**src/rtl/miss_line_fetch.sv**
```systemverilog
// Miss handler for the direct-mapped L1: fetches the four words of a missed block
// from word-addressed memory and hands the assembled line to the cache in one update.
module miss_line_fetch #(
   parameter int ADDR_W = 15,
   parameter int WORD_W = 32,
   parameter int CNT_W  = 16
) (
   input  logic                clock,
   input  logic                reset,
   input  logic                miss,
   input  logic [ADDR_W-1:0]   missAddress,
   output logic                memRead,
   output logic [ADDR_W-1:0]   memAddress,
   input  logic                memReady,
   input  logic [WORD_W-1:0]   memData,
   output logic [4*WORD_W-1:0] lineData,
   output logic                lineValid,
   output logic                busy,
   output logic [CNT_W-1:0]    missCount
);

   typedef enum logic [1:0] {IDLE, FETCH, DONE} state_t;

   state_t              state_q, state_d;
   logic [1:0]          beat_q, beat_d;
   logic [ADDR_W-1:0]   base_q, base_d;
   logic [ADDR_W-1:0]   addr_q, addr_d;
   logic [4*WORD_W-1:0] shadow_q, shadow_d;
   logic [4*WORD_W-1:0] line_q, line_d;
   logic                rd_q, rd_d;
   logic                vld_q, vld_d;
   logic                busy_q, busy_d;
   logic [CNT_W-1:0]    cnt_q, cnt_d;

   // The word offset of the miss is irrelevant: the whole block is always fetched.
   logic [1:0] unused_addr_lsbs;
   assign unused_addr_lsbs = missAddress[1:0];

   function automatic logic [CNT_W-1:0] sat_inc(input logic [CNT_W-1:0] v);
      return (&v) ? v : v + 1'b1;
   endfunction

   always_ff @(posedge clock) begin
      if (reset) begin
         state_q  <= IDLE;
         beat_q   <= '0;
         base_q   <= '0;
         addr_q   <= '0;
         shadow_q <= '0;
         line_q   <= '0;
         rd_q     <= 1'b0;
         vld_q    <= 1'b0;
         busy_q   <= 1'b0;
         cnt_q    <= '0;
      end else begin
         state_q  <= state_d;
         beat_q   <= beat_d;
         base_q   <= base_d;
         addr_q   <= addr_d;
         shadow_q <= shadow_d;
         line_q   <= line_d;
         rd_q     <= rd_d;
         vld_q    <= vld_d;
         busy_q   <= busy_d;
         cnt_q    <= cnt_d;
      end
   end

   always_comb begin
      state_d  = state_q;
      beat_d   = beat_q;
      base_d   = base_q;
      addr_d   = addr_q;
      shadow_d = shadow_q;
      line_d   = line_q;
      rd_d     = rd_q;
      vld_d    = 1'b0;
      cnt_d    = cnt_q;

      case (state_q)
         IDLE: begin
            if (miss) begin
               base_d  = {missAddress[ADDR_W-1:2], 2'b00};
               beat_d  = 2'd0;
               addr_d  = base_d;
               rd_d    = 1'b1;
               cnt_d   = sat_inc(cnt_q);
               state_d = FETCH;
            end
         end
         FETCH: begin
            rd_d = 1'b1;
            if (memReady) begin
               shadow_d[beat_q*WORD_W +: WORD_W] = memData;
               if (beat_q == 2'd3) begin
                  // The last word goes straight into the line so the update is atomic.
                  line_d  = shadow_d;
                  vld_d   = 1'b1;
                  rd_d    = 1'b0;
                  state_d = DONE;
               end else begin
                  beat_d = beat_q + 2'd1;
                  addr_d = {base_q[ADDR_W-1:2], beat_d};
               end
            end
         end
         DONE: begin
            rd_d    = 1'b0;
            state_d = IDLE;
         end
         default: begin
            rd_d    = 1'b0;
            state_d = IDLE;
         end
      endcase

      busy_d = (state_d != IDLE);
   end

   assign memRead    = rd_q;
   assign memAddress = addr_q;
   assign lineData   = line_q;
   assign lineValid  = vld_q;
   assign busy       = busy_q;
   assign missCount  = cnt_q;

endmodule

```
**config.mk**
```make
export PLATFORM = sky130hd
export DESIGN_NAME = miss_line_fetch
export DESIGN_NICKNAME = d
export VERILOG_FILES = /design/src/rtl/miss_line_fetch.sv
export SDC_FILE = /design/constraint.sdc
export NUM_CORES = 1
export LEC_CHECK = 0
export CORE_ASPECT_RATIO = 0.5
export CORE_MARGIN = 1
export CORE_UTILIZATION = 49
export CTS_BUF_LIST = sky130_fd_sc_hd__clkbuf_4 sky130_fd_sc_hd__clkbuf_8 sky130_fd_sc_hd__clkbuf_16
export DETAILED_ROUTE_END_ITERATION = 12
export PLACE_DENSITY = 0.76
export SLEW_MARGIN = 0
export SYNTH_ARGS = -nofsm -noshare
export SYNTH_HDL_FRONTEND = slang
export SYNTH_SLANG_ARGS = --single-unit
```
**constraint.sdc**
```tcl
create_clock -name clock -period 6.24 [get_ports clock]
set_input_delay 1.56 -clock clock [delete_from_list [all_inputs] [get_ports clock]]
set_output_delay 1.56 -clock clock [all_outputs]
set_load 0.01 [all_outputs]
```
==> metrics.md <==
| Metric | Value |
|---|---|
| Status | `complete, no violations` |
| Min Clock Period, post-route | `3.76 ns` |
| Total GRT Usage | `26.5%` |
| Ys flop type | `dfxtp_1` |
| DP HPWL | `20800 um` |
| Setup crit end kind | `flip-flop` |
| # setup viols final | `0` |
| GR Overflow Total | `0` |
| Post-route DRC | `0` |
| P&R area growth vs syn | `27.2%` |
| Die Footprint | `0.0241 mm2` |
| LEAKAGE | `4.94 nW` |
| Max Slew Vio Count | `0` |
| CTS tree | `yes` |
| Count leader, synth | `dfxtp_1` |
| Clock slew at reported path FFs | `0.06 ns` |
| Syn Area/Cell | `9.05 um2` |
| # rows | `39` |
| Worst Path Required | `6.69 ns` |
| Longest Clk Path Bufs | `3` |
| ANT nets after route | `0` |
| CP max FO | `83` |
| Worst setup path class | `in -> reg` |
| Data arrival, critical path | `4.21 ns` |
| DR WL/cell | `19.3 um` |
| Multi-input gate area | `0.00491 mm2` |
| Period utilisation layout | `60.3%` |
| Worst Skew | `0.0203 ns` |
| Initial antenna violation count | `0` |
| Largest cells by area after synthesis | `dfxtp_1 (53%), a221oi_1 (9.8%), a211oi_1 (9.3%)` |
| Post-synthesis sequential area ratio | `53.2%` |
| Clock root buffer | `clkbuf_16` |
| Total iterations of the first detailed-routing run | `5` |
| Synth Register Bits | `305` |
| Share of post-route cells with drive strength above 1 | `5.04%` |
| Post-synth EDFFs | `0` |
| I/O pins | `213` |
| Synthesized area | `0.0115 mm2` |
| Final hold vios | `0` |
| Final worst slack | `2.48 ns` |
| Maximum number of pins on one net before global-route repair | `174` |
| Post-Syn Nets | `1325` |
| Hold WS | `0.453 ns` |
| PortBufs | `210` |
| F_max | `266 MHz` |
| WL final | `33200 um` |
| Die Height | `110 um` |
| Register area | `0.00611 mm2` |
| Avg Vias per Cell | `6.10` |
| Final net count | `1449` |
| Layout fillers | `1855` |
| RSZ-0062 raised after global routing | `no` |
| Initial Util | `50.1%` |
| Gates resized, CTS repair | `0` |
| Startpoint types | `input port` |
| Pwr/cell area | `284 mW/mm2` |
| Drt first-iter violations | `1137` |
| Worst-Margin Slew | `1.17 ns` |
| Synth area leader | `dfxtp_1` |
| Synth top cells by count | `dfxtp_1 (305), nor2_1 (275), a211oi_1 (142)` |
| Post-CTS setup buffer count | `0` |
| CTS Sinks | `305` |
| Yosys top cell area share | `53.2%` |
| Clk Latency, worst-skew pair | `0.56 ns` |
| H-tree Lvls | `1` |
| Place WS | `1.94 ns` |
| Mapped Cells | `1267` |
| Vias in the first global route | `9560` |
| Synth cell types | `42` |
| Total CTS buffers | `27` |
| RD Place Congestion | `0.858` |
| Worst min-delay path category | `reg -> reg` |
| Synth async-reset ratio | `0%` |
| Core footprint | `0.0229 mm2` |
| Rel. slew slack | `22.0%` |
| Peak VDD IR | `170 uV` |
| Synth warn | `0` |
| Antenna Cells | `0` |
| Hold buffer count at CTS | `0` |
| Via count | `10500` |
| Setup TNS Final | `0 ns` |
| First-pass GRT wire length | `51100 um` |
| Max Cap Violations | `0` |
| Die Width | `218 um` |
[through the flow]
stage,std cells,total power [mW],utilization [%],instance area [um2]
global route,1717,4.28,63.7,14600
floorplan,1267,2.30,-,11500
finish,1717,4.14,63.7,14600
CTS,1716,4.15,63.7,14600
global placement,1668,2.42,59.7,13700
detailed placement,1668,2.44,59.7,13700
[cell type report]
type                            count  area share (%)
Inverter                            8           0.206
Timing Repair Buffer              222            15.3
Sequential cell                   305            41.9
Multi-Input combinational cell    827            33.7
Tap cell                          307            2.63
Clock buffer                       36            5.31
Clock inverter                     12            1.01
[cells in the final DEF, fill, tap and decap left out, types with 2 or more instances in the layout]
| cell type | synthesis | routed |
|---|---|---|
| clkinvlp_4 | 0 | 2 |
| clkbuf_8 | 0 | 5 |
| ha_1 | 7 | 6 |
| clkbuf_16 | 0 | 27 |
| buf_12 | 0 | 3 |
| or3b_1 | 2 | 2 |
| inv_1 | 8 | 8 |
| a21oi_1 | 28 | 28 |
| clkbuf_4 | 0 | 4 |
| a221oi_1 | 128 | 128 |
| nor2_1 | 275 | 275 |
| or3_1 | 4 | 4 |
| a211oi_1 | 142 | 142 |
| clkinv_2 | 0 | 5 |
| mux2i_1 | 13 | 13 |
| clkdlybuf4s50_1 | 0 | 209 |
| mux2_1 | 3 | 3 |
| bufinv_16 | 0 | 3 |
| nor3_1 | 132 | 132 |
| nand2b_1 | 2 | 2 |
| o31ai_1 | 5 | 5 |
| o21ai_0 | 4 | 4 |
| buf_4 | 0 | 8 |
| a21o_1 | 2 | 2 |
| nor4_1 | 6 | 5 |
| nand2_1 | 32 | 32 |
| dfxtp_1 | 305 | 305 |
| o21a_1 | 2 | 2 |
| nand3_1 | 4 | 4 |
| nor2b_1 | 7 | 7 |
| nand4_1 | 5 | 5 |
| or4_1 | 7 | 7 |
[cell families (layout without fill, tap and decap cells)]
group | after synthesis | after routing | synth area share (%)
AO/OA/AOI/OAI | 316 | 316 | 21.4
adder cells (fa/ha/maj) | 7 | 7 | 0.764
buffers and inverters | 135 | 278 | 4.44
flip-flops | 305 | 305 | 53.2
multiplexers | 16 | 16 | 1.43
AND/OR/NAND/NOR | 488 | 488 | 18.7
[report_power, final]
part,total (mW),switching [mW],leakage [nW],internal [mW]
registers,2.06,0.0398,2.48,2.02
logic,0.344,0.213,2.00,0.131
clock network,1.74,0.743,0.458,0.998
[registers in the layout, indices dropped and copies added, names as in the netlist]
signal	flops
state_q	2
lineData	128
beat_q	1
busy	1
lineValid	1
missCount	16
memRead	1
shadow_q	128
memAddress	14
base_q	13
[layer usage]
layer / GRT usage [%] / vias to the layer above / part of all wire [%]
met5: 0 / - / 0
met4: 6.79 / 0 / 2.3
met3: 5.71 / 61 / 7.6
met2: 41.0 / 392 / 45
met1: 37.6 / 5085 / 45
li1: - / 4930 / -
[worst paths after layout]
check / startpoint / to / slack (ns) / cells past startpoint
min reg2reg: base_q[2]$_SDFFE_PP0P_ / base_q[2]$_SDFFE_PP0P_ / 0.45 / 2
max reg2reg: beat_q[0]$_SDFFE_PP0P_ / lineData[29]$_SDFFE_PP0P_ / 3.08 / 7
min: base_q[2]$_SDFFE_PP0P_ / base_q[2]$_SDFFE_PP0P_ / 0.45 / 2
max: memReady / lineData[60]$_SDFFE_PP0P_ / 2.48 / 6
[critical path: stages]
cell	delay, ns
clkdlybuf4s50_1	0.50
and3b_4	0.56
and2_4	0.92
buf_12	0.32
nor2_1	0.07
a211oi_1	0.24
Power figures use the tool's default switching activity.
